$ cat src/rtl/ff_event_logger.sv
// ff_event_logger: captures hit samples from the registered-OR stage into a
// small first-word-fall-through FIFO, keeps saturating hit/drop counters and
// raises a threshold interrupt through a three-state FSM.
// Optional feature macro: EVT_LOG_TIMESTAMP_EN adds a free-running timestamp
// counter and stores the timestamp with every FIFO entry. Without it out_ts is 0.
module ff_event_logger #(
  parameter int DEPTH  = 4,
  parameter int THRESH = 4,
  parameter int TS_W   = 16
) (
  input  logic                    clk,
  input  logic                    rst,
  input  logic                    en,
  input  logic                    in_valid,
  input  logic [7:0]              in_data,
  input  logic                    in_hit,
  output logic                    out_valid,
  input  logic                    out_ready,
  output logic [7:0]              out_data,
  output logic [TS_W-1:0]         out_ts,
  output logic [$clog2(DEPTH):0]  level,
  output logic [15:0]             hit_count,
  output logic [7:0]              drop_cnt,
  input  logic                    cnt_clr,
  output logic                    irq,
  input  logic                    irq_ack
);
  localparam int AW = $clog2(DEPTH);
  localparam int WW = $clog2(THRESH + 1);

  typedef enum logic [1:0] {S_DIS, S_ARM, S_FIRE} state_t;

  state_t          r_state, w_state_nxt;
  logic [WW-1:0]   r_win, w_win_nxt, w_win_inc;
  logic [AW:0]     r_wr_ptr, r_rd_ptr;
  logic [7:0]      r_data [DEPTH];
  logic [15:0]     r_hit_cnt;
  logic [7:0]      r_drop_cnt;
  logic            w_hit, w_pop, w_push, w_full, w_empty;

  assign w_hit   = en && in_valid && in_hit;
  assign w_empty = (r_wr_ptr == r_rd_ptr);
  // Same index with opposite wrap bits means the writer lapped the reader.
  assign w_full  = (r_wr_ptr[AW-1:0] == r_rd_ptr[AW-1:0]) && (r_wr_ptr[AW] != r_rd_ptr[AW]);
  assign w_pop   = !w_empty && out_ready;
  // A full FIFO still accepts when the head leaves in the same cycle.
  assign w_push  = w_hit && (!w_full || w_pop);

  assign out_valid = !w_empty;
  assign out_data  = r_data[r_rd_ptr[AW-1:0]];
  assign level     = r_wr_ptr - r_rd_ptr;
  assign hit_count = r_hit_cnt;
  assign drop_cnt  = r_drop_cnt;
  assign irq       = (r_state == S_FIRE);

  // FIFO pointers and data storage; reset clears storage so the head reads 0.
  always_ff @(posedge clk or posedge rst) begin
    if (rst) begin
      r_wr_ptr <= '0;
      r_rd_ptr <= '0;
      for (int i = 0; i < DEPTH; i++) r_data[i] <= '0;
    end else begin
      if (w_push) begin
        r_data[r_wr_ptr[AW-1:0]] <= in_data;
        r_wr_ptr <= r_wr_ptr + 1'b1;
      end
      if (w_pop) r_rd_ptr <= r_rd_ptr + 1'b1;
    end
  end

`ifdef EVT_LOG_TIMESTAMP_EN
  logic [TS_W-1:0] r_ts;
  logic [TS_W-1:0] r_ts_mem [DEPTH];

  assign out_ts = r_ts_mem[r_rd_ptr[AW-1:0]];

  // Free-running timestamp, independent of en; captured alongside each push.
  always_ff @(posedge clk or posedge rst) begin
    if (rst) begin
      r_ts <= '0;
      for (int i = 0; i < DEPTH; i++) r_ts_mem[i] <= '0;
    end else begin
      r_ts <= r_ts + 1'b1;
      if (w_push) r_ts_mem[r_wr_ptr[AW-1:0]] <= r_ts;
    end
  end
`else
  assign out_ts = '0;
`endif

  // Saturating counters; clear takes precedence over increment.
  always_ff @(posedge clk or posedge rst) begin
    if (rst) begin
      r_hit_cnt  <= '0;
      r_drop_cnt <= '0;
    end else if (cnt_clr) begin
      r_hit_cnt  <= '0;
      r_drop_cnt <= '0;
    end else begin
      if (w_hit && r_hit_cnt != 16'hFFFF) r_hit_cnt <= r_hit_cnt + 1'b1;
      if (w_hit && !w_push && r_drop_cnt != 8'hFF) r_drop_cnt <= r_drop_cnt + 1'b1;
    end
  end

  // Interrupt FSM state and window counter registers.
  always_ff @(posedge clk or posedge rst) begin
    if (rst) begin
      r_state <= S_DIS;
      r_win   <= '0;
    end else begin
      r_state <= w_state_nxt;
      r_win   <= w_win_nxt;
    end
  end

  assign w_win_inc = r_win + WW'(1);

  // Next state: en low dominates; in FIRED an ack re-arms, counting a coincident hit.
  always_comb begin
    w_state_nxt = r_state;
    w_win_nxt   = r_win;
    if (!en) begin
      w_state_nxt = S_DIS;
      w_win_nxt   = '0;
    end else begin
      case (r_state)
        S_DIS: begin
          w_state_nxt = S_ARM;
          w_win_nxt   = '0;
        end
        S_ARM: begin
          if (w_hit) begin
            w_win_nxt = w_win_inc;
            if (w_win_inc == WW'(THRESH)) w_state_nxt = S_FIRE;
          end
        end
        S_FIRE: begin
          if (irq_ack) begin
            w_state_nxt = S_ARM;
            w_win_nxt   = w_hit ? WW'(1) : '0;
          end
        end
        default: begin
          w_state_nxt = S_DIS;
          w_win_nxt   = '0;
        end
      endcase
    end
  end
endmodule

$ cat config.mk
export PLATFORM = sky130hd
export DESIGN_NAME = ff_event_logger
export DESIGN_NICKNAME = d
export VERILOG_FILES = /design/src/rtl/ff_event_logger.sv
export SDC_FILE = /design/constraint.sdc
export NUM_CORES = 1
export LEC_CHECK = 0
export ABC_AREA = 1
export BUFFER_PORTS_ARGS = -buffer_cell sky130_fd_sc_hd__buf_2
export CORE_MARGIN = 4
export CORE_UTILIZATION = 50
export DETAILED_ROUTE_END_ITERATION = 16
export PLACE_DENSITY_LB_ADDON = 0.25
export SYNTH_ARGS = -nofsm -noshare
export SYNTH_HDL_FRONTEND = slang
export SYNTH_SLANG_ARGS = --single-unit
$ cat constraint.sdc
create_clock -name clk -period 6.1 [get_ports clk]
set_clock_uncertainty 0.15 [all_clocks]
set_input_delay 0.61 -clock clk [delete_from_list [all_inputs] [get_ports clk]]
set_output_delay 0.61 -clock clk [all_outputs]
set_load 0.01 [all_outputs]
== Word-level counts from Yosys, hierarchy flattened ==
Index checks and enable logic that the tools add are counted.
Operators by class
  add/subtract/negate cells: 6
  multipliers: 0
  div/mod/pow operators: 0
  order comparisons: 3
  equal/unequal tests: 11
  shift-type cells: 0
  muxes and demuxes: 20
  bitwise operators: 2
  reductions and logical operators: 18
Operators by type and width (count)
  $mux 8: 5
  $bwmux 32: 1
  $mux 16: 2
  $add 16x1->16 const B: 1
  $bmux 8 s2: 1
  $demux 8 s2: 1
  $ne 16x16->1 const B: 1
  $add 3x1->3 const B: 3
  $logic_and 1x1->1: 9
  $mux 3: 3
  $add 8x1->8 const B: 1
  $mux 2: 4
  $ne 8x8->1 const B: 1
  $ge 3x3->1 const B: 2
  $ne 3x3->1 const B: 2
  $not 2->3: 2
  $pmux 2 s3: 1
  $pmux 3 s2: 1
  $reduce_bool 2->1: 2
  $eq 3x3->1: 1
  $eq 3x3->1 const B: 1
  $logic_not 1->1: 3
  $lt 3x1->1 const B: 1
  $ne 3x2->1 const B: 1
  10 further kinds: 10
Storage, ports and cells
  flip-flop bits (word level): 67
  latch bits: 0
  memory bits (writable): 0
  memory bits (read-only): 0
  input bits: 16
  output and inout port bits: 53
  word-level logic and storage cells: 70
  memories kept: 0

== Longest topological paths before layout ==
Gate-level depths: netlist of the first run.
  depth in word-level cells: 10
  gate-level depth with buffers: 10
  depth with buffers taken out: 10

== Least setup slack after synthesis of the first run ==
OpenSTA, ideal clock, no wires.
  path kind: reg2out
  start point: register r_wr_ptr[0]
  end point: output level[2]
  arrival: 1277 ps
  required time: 5340 ps
  path slack: 4063 ps
  cell stages (with the launch flop): 5
  buffers on the path: 0
  path through: dfrtp_1 inv_1 ha_1 fa_1 xor2_1
On the way
  word-level cells in the longest chain between the ends: 1
RTL lines
  start: declaration: RTL line 35  | logic [AW:0] r_wr_ptr, r_rd_ptr;
  start signal: assignment: RTL line 65  | r_wr_ptr <= r_wr_ptr + 1'b1;
  $sub 3x3->3: RTL line 51  | assign level = r_wr_ptr - r_rd_ptr;
  end: declaration: RTL line 21  | output logic [$clog2(DEPTH):0] level,
Every way passes these cells.

== Final worst setup path of the first run ==
  start point: register r_rd_ptr[0]
  end point: output out_data[3]
On the way
  word-level cells in the longest chain between the ends: 4
RTL lines
  start: declaration: RTL line 35
  start signal: assignment: RTL line 67  | if (w_pop) r_rd_ptr <= r_rd_ptr + 1'b1;
  $not 2->3 (not written as such): RTL line 50  | assign out_data = r_data[r_rd_ptr[AW-1:0]];
  $bmux 8 s2: RTL line 50
  $mux 8 (not written as such) (2 in a row): RTL line 50
  end: declaration: RTL line 19  | output logic [7:0] out_data,
Every way passes these cells. The select of a mux whose other input is x is not followed.

==> qor.yml, run 1 <==
grt:
  antenna_found_initial: 0
  grt.total_usage_pct: 20.9
  grt_pass1_vias: 3193
  grt_overflow: 0
  grt_pass1_wl_mm: 14.9
  grt_max_degree: 68
logic_synthesis:
  synth_top_flop_cell: "dfrtp_1"
  async_flop_share_pct: 100
  netlist-cell-type-count: 32
  ys_warn_count: 0
  ys_ff_latch: 67
  muxShareOfSynthArea_pct: 0
  synth.cell_area_sq_um: 3800
  synth_top_family_by_area: "simple AND/OR/NAND/NOR gates"
  synthCells: 490
  synth-seq-area-share_pct: 44.1
  synth_edf_count: 0
  yosys.area_share.adder_pct: 4.80
  netlist.area_leader.share_pct: 44.1
  yosys.area_share.simple_pct: 30.2
  synth_area_leaders: "dfrtp_1, nand2_1, o21ai_0"
  synth.avg_cell_area_sq_um: 7.76
  synth_compound_area_share_pct: 9.54
  synth_xor_xnor_area_share_pct: 2.99
  synth_top_area_cell: "dfrtp_1"
route:
  vias: 3304
  routedWlPerCell_microns: 13.3
  drt_wl_total_mm: 8.62
  dr.pass1.iters: 4
  vias_per_cell: 5.10
  ant_nets: 0
  drtIter0Drc: 172
  drc: 0
critical_path:
  crit_path_end_kind: "output pin"
  r2r_setup_slack_ps: 3620
  cp.arrival_ps: 2080
  worst-setup-path-type: "reg -> out"
  worstReg2RegEnd: "r_data[28]"
  cp_cell_sequence: "inv_1, o21ai_0, o22ai_1, buf_2"
  reg2reg_from: "r_rd_ptr[1]"
  r2r_cells: 9
  crit_slowest_cell: "dfrtp_1"
  critPathMaxStageDelay_ps: 750
  cp_max_fo: 19
  worstSetupStartpointType: "flip-flop"
  worst_ep_required_time_ps: 5340
cells_and_area:
  area_growth_pct: 13.7
  final_cell_mix: "nand2_1, dfrtp_1, buf_2, nor2_1, o21ai_0"
  n_antenna_cell: 0
  nNetsFinal: 574
  layout_commonest_cell: "nand2_1"
  multiInputGateArea_sq_um: 1870
  drive_above_1_share_pct: 16.8
  fillCellCount: 708
  layoutNonFillerInstCount: 648
  seq_area_sq_um: 1680
timing:
  maxSlewHeadroom_pct: 43.0
  fin_tns_setup_ps: 0
  period_share_pct: 46.6
  grt_setup_unrepaired: "no"
  slew_viol_final: 0
  hold_viol: 0
  holdWs_ps: 329
  final-setup-viol-count: 0
  layout_min_cycle_time_ps: 2840
  tightestPinTransition_ps: 855
  fmax_ghz: 0.352
floorplan:
  dieArea_sq_um: 9060
  die_w_microns: 95.2
  initial_utilization_pct: 51.9
  die_y_microns: 95.2
  ios: 69
  core-area_sq_um: 7330
  rows: 31
clocking:
  clock_sinks: 67
  cts_resized: 0
  cts_hold_buf: 0
  cts_setup_buffers: 0
  tritoncts: "done"
  root_buffer: "clkbuf_8"
  cts_max_path_buffers: 2
  clk_pin_slew_ps: 70
  cts-buffers-inserted: 9
  htree_num_levels: 3
  clock_latency_ps: 340
place:
  io_buffers: 52
  dp_hpwl_mm: 6.00
  dp.cells: 632
  place_congestion: 0.854
min_path:
  hold_class: "reg -> reg"
  min_path_cells: 2
  min_from: "r_data[10]"
  min_to: "r_data[10]"
pwr:
  p_leak_nw: 2.26
  irDropWorstVdd_uv: 238
  cellPowerDensity_nw_per_um2: 397
run_status:
  status: "completed"
job:
  drv_cap: 0
## kinds of logic (layout without fill, tap and decap cells)
kind of cell	count (synthesis)	count (layout)
other cells	1	16
flops	67	67
fa+ha+maj	14	14
buf+inv	64	108
simple gates	264	264
compound gates	67	67
xor+xnor	13	13
## layout make-up
class	instances	share of cell area [%]
Clock buffer	9	2.86
Clock inverter	7	2.69
Inverter	39	3.44
Multi-Input combinational cell	374	43.2
Sequential cell	67	38.8
Tap cell	99	2.86
Timing Repair Buffer	53	6.19
## critical path: cells and delay by family (launching register included)
kind / cells / cell delay, ps
flops: 1 / 750
buf+inv: 2 / 590
compound gates: 2 / 410
## stage by stage
| step | utilization, % | worst slack (ps) | cell area [sq um] | power [W] |
|---|---|---|---|---|
| after floorplan | - | 3660 | 3860 | 0.00107 |
| after detailed placement | 55.7 | 3630 | 4080 | 0.00128 |
| final | 59.0 | 3260 | 4320 | 0.00172 |
| after CTS | 59.0 | 3300 | 4320 | 0.00173 |
| after global placement | 55.7 | 3680 | 4080 | 0.00126 |
| after global routing | 59.0 | 3100 | 4320 | 0.00186 |
## worst max path at each step
stage / cells after the start / slack [ps] / start / to
CTS: 4 / 3300 / r_rd_ptr[1] / out_valid
detailed placement: 9 / 3630 / r_rd_ptr[1] / r_data[24]
global route: 4 / 3100 / r_rd_ptr[0] / out_data[3]
global placement: 4 / 3680 / r_rd_ptr[0] / out_data[3]
finish: 4 / 3260 / r_rd_ptr[0] / out_data[3]
floorplan: 1 / 3660 / rst / drop_cnt[0]
## cells in the mapped netlist (4+ instances only)
master,count
nand2_1,160
dfrtp_1,67
nor2_1,45
o21ai_0,43
inv_1,33
nand3_1,26
buf_4,16
nand4_1,15
ha_1,13
xor2_1,11
o21ai_1,10
o22ai_1,8
nor2_4,7
buf_2,4
## layer usage
layer	wire length (microns)	track usage, %	part of all wire [%]	vias to the layer above
li1	-	-	-	1655
met1	3890	27.4	45	1558
met2	4140	34.9	48	82
met3	477	3.39	5.5	9
met4	108	7.21	1.3	0
met5	0	0	0	-
## power breakdown
| group | switching (W) | internal, W |
|---|---|---|
| clock | 0.000175 | 0.000271 |
| combinational | 0.000384 | 0.000218 |
| sequential | 0.0000995 | 0.000569 |
| total | 0.000658 | 0.00106 |
## sequential cells by signal, summed over array words and instances (netlist names)
name       flops
hit_count     16
r_wr_ptr       3
drop_cnt       8
r_state        2
r_win          3
r_data        32
r_rd_ptr       3
Power figures use the tool's default switching activity.
==> inputs of run 2 (changes only) <==
- ABC_AREA: 1 -> 0
- clock period: 6.1 -> 2.4 ns (I/O delays scaled with it)
==> run 2 against run 1 <==
First-iteration DRC count down 36%. Sequential share of layout area up 0.82 points. Largest power group unchanged. Sequential cell count unchanged.
==> qor.yml, run 2 <==
cells_and_area:
  layout_commonest_cell: "dfrtp_1"  # was nand2_1
  final_cell_mix: "dfrtp_1, buf_2, mux2_2, a21oi_1, nand3_1"  # was nand2_1, dfrtp_1, buf_2, nor2_1, o21ai_0
  area_growth_pct: 17.0  # was 13.7%
  multiInputGateArea_sq_um: 1810  # was 1870 sq um
  largest_register_ffs: 32  # unchanged
  top_register: "r_data"  # unchanged
  drive_above_1_share_pct: 34.9  # was 16.8%
  finalCoreUtilization_pct: 61.3  # was 59.0%
  fillCellCount: 606  # was 708
  n_antenna_cell: 0  # unchanged
  nNetsFinal: 420  # was 574
  seq_area_sq_um: 1680  # unchanged
logic_synthesis:
  synth.cell_area_sq_um: 3620  # was 3800 sq um
  synth-seq-area-share_pct: 46.3  # was 44.1%
  ys_ff_latch: 67  # unchanged
  ys_warn_count: 0  # unchanged
  synth_top_area_cell: "dfrtp_1"  # unchanged
  netlist.area_leader.share_pct: 46.3  # was 44.1%
  netlist-cell-type-count: 46  # was 32
  synthCells: 323  # was 490
  synth_area_leaders: "dfrtp_1, mux2_2, mux4_2"  # was dfrtp_1, nand2_1, o21ai_0
  synth_edf_count: 0  # unchanged
  yosysMostFrequentCell: "dfrtp_1"  # was nand2_1
  synth_common_cells: "dfrtp_1, mux2_2, a21oi_1, nand3_1, buf_4"  # was nand2_1, dfrtp_1, nor2_1, o21ai_0, inv_1
  synth.avg_cell_area_sq_um: 11.2  # was 7.76 sq um
  synth_top_flop_cell: "dfrtp_1"  # unchanged
  async_flop_share_pct: 100  # unchanged
run_status:
  status: "completed"  # unchanged
clocking:
  cts-buffers-inserted: 9  # unchanged
  cts_max_path_buffers: 2  # unchanged
  clock_sinks: 67  # unchanged
  htree_num_levels: 3  # unchanged
  tritoncts: "done"  # unchanged
  clk_pin_slew_ps: 70  # about the same
  root_buffer: "clkbuf_8"  # unchanged
  clock_latency_ps: 340  # about the same
route:
  vias_per_cell: 5.48  # was 5.10
  vias: 2691  # was 3304
  ant_nets: 0  # unchanged
  drc: 0  # unchanged
  dr.pass1.iters: 4  # unchanged
  routedWlPerCell_microns: 15.5  # was 13.3 microns
  drt_wl_total_mm: 7.61  # was 8.62 mm
  drtIter0Drc: 110  # was 172
grt:
  antenna_found_initial: 0  # unchanged
  grt_pass1_vias: 2566  # was 3193
  grt_overflow: 0  # unchanged
  grt_pass1_wl_mm: 12.6  # was 14.9 mm
  grt.total_usage_pct: 18.6  # was 20.9%
  grt_max_degree: 68  # unchanged
pwr:
  cellPowerDensity_nw_per_um2: 944  # was 397 nW/um^2
  power.total_w: 0.00400  # was 0.00172 W
  p_leak_nw: 1.91  # was 2.26 nW
  irDropWorstVdd_uv: 486  # was 238 uV
timing:
  fin_ws_ps: 72.7  # was 3260 ps
  period_share_pct: 97.0
  hold_viol: 0  # unchanged
  maxSlewHeadroom_pct: 59.1  # was 43.0%
  fmax_ghz: 0.430
  slew_viol_final: 0  # unchanged
  fin_tns_setup_ps: 0  # unchanged
  final-setup-viol-count: 0  # unchanged
  layout_min_cycle_time_ps: 2330
  tightestPinTransition_ps: 611  # was 855 ps
floorplan:
  initial_utilization_pct: 52.4  # was 51.9%
  die_w_microns: 93.1  # was 95.2 microns
  rows: 30  # was 31
  dieArea_sq_um: 8660  # was 9060 sq um
  core-area_sq_um: 6910  # was 7330 sq um
  die_y_microns: 93.1  # was 95.2 microns
  ios: 69  # unchanged
critical_path:
  worst-setup-path-type: "reg -> reg"  # was reg -> out
  worst_ep_required_time_ps: 2480  # was 5340 ps
  crit_path_end_kind: "flip-flop"  # was output pin
  cp.arrival_ps: 2400  # was 2080 ps
  worstSetupStartpointType: "flip-flop"  # unchanged
  cp_max_fo: 7  # was 19
place:
  io_buffers: 52  # unchanged
  dp_hpwl_mm: 5.24  # was 6.00 mm
  place_congestion: 0.789  # was 0.854
  dp_slack_ps: 15.3  # was 3630 ps
job:
  drv_cap: 0  # unchanged
min_path:
  hold_class: "in -> reg"  # was reg -> reg
==> run 2: report_power, final <==
group / internal [W] / leakage [nW] / switching (W)
combinational: 0.000785 / 0.946 / 0.000676
sequential: 0.00144 / 0.868 / 0.000167
clock: 0.000503 / 0.0991 / 0.000421
total: 0.00273 / 1.91 / 0.00126
==> run 2: kinds of logic after synthesis <==
family	synth area share, %
flip-flops	46.3
AND/OR/NAND/NOR	15.1
AO/OA/AOI/OAI	8.85
buffers and inverters	6.39
other	0.104
XOR/XNOR	1.69
multiplexers	16.5
adder cells (fa/ha/maj)	5.05
==> run 2: worst paths after layout <==
| path | startpoint | to | depth (start not counted) | slack [ps] |
|---|---|---|---|---|
| hold / removal | in_data[5] | r_data[5] | 2 | 20 |
| min in group asynchronous | rst | r_data[18] | 4 | 360 |
| setup / recovery | r_wr_ptr[0] | drop_cnt[5] | 6 | 70 |
| max in group asynchronous | rst | drop_cnt[7] | 4 | 1450 |
| hold reg to reg | r_wr_ptr[2] | r_wr_ptr[2] | 1 | 340 |
| setup reg to reg | r_wr_ptr[0] | drop_cnt[5] | 6 | 70 |
==> run 2: layout make-up <==
cell class                      instances  share of cell area [%]
Clock buffer                           11                    3.34
Clock inverter                          5                    1.24
Inverter                               11                   0.975
Multi-Input combinational cell        233                    42.7
Sequential cell                        67                    39.6
Tap cell                               96                    2.84
Timing Repair Buffer                   68                    9.34
==> run 2: repair_timing <==
item	CTS	global route
setup endpoints to repair	0	4
buffers inserted	0	2
hold endpoints to repair	67	0
hold buffers	1	0
gates resized for setup	0	9
==> run 2: per-stage QoR <==
stage	hold WS (ps)	instances	instance area (sq um)
after floorplan	223	338	3690
after global placement	195	472	3980
after detailed placement	193	472	3980
after CTS	8.28	489	4180
after global routing	24.4	491	4230
final	17.2	491	4230
==> run 2: routing by layer <==
metal	up-vias	wire, microns	GRT usage [%]
met5	-	0	0
met2	66	3720	28.9
li1	1299	-	-
met4	0	116	6.59
met1	1316	3430	25.7
met3	10	340	4.02
==> run 2: worst max-delay path, cell delays in order (launching register included) <==
cell     delay, ps
dfrtp_1        400
inv_2           70
ha_4           270
nand2_1         60
or4_4          610
nor4_4         300
mux2_2         360
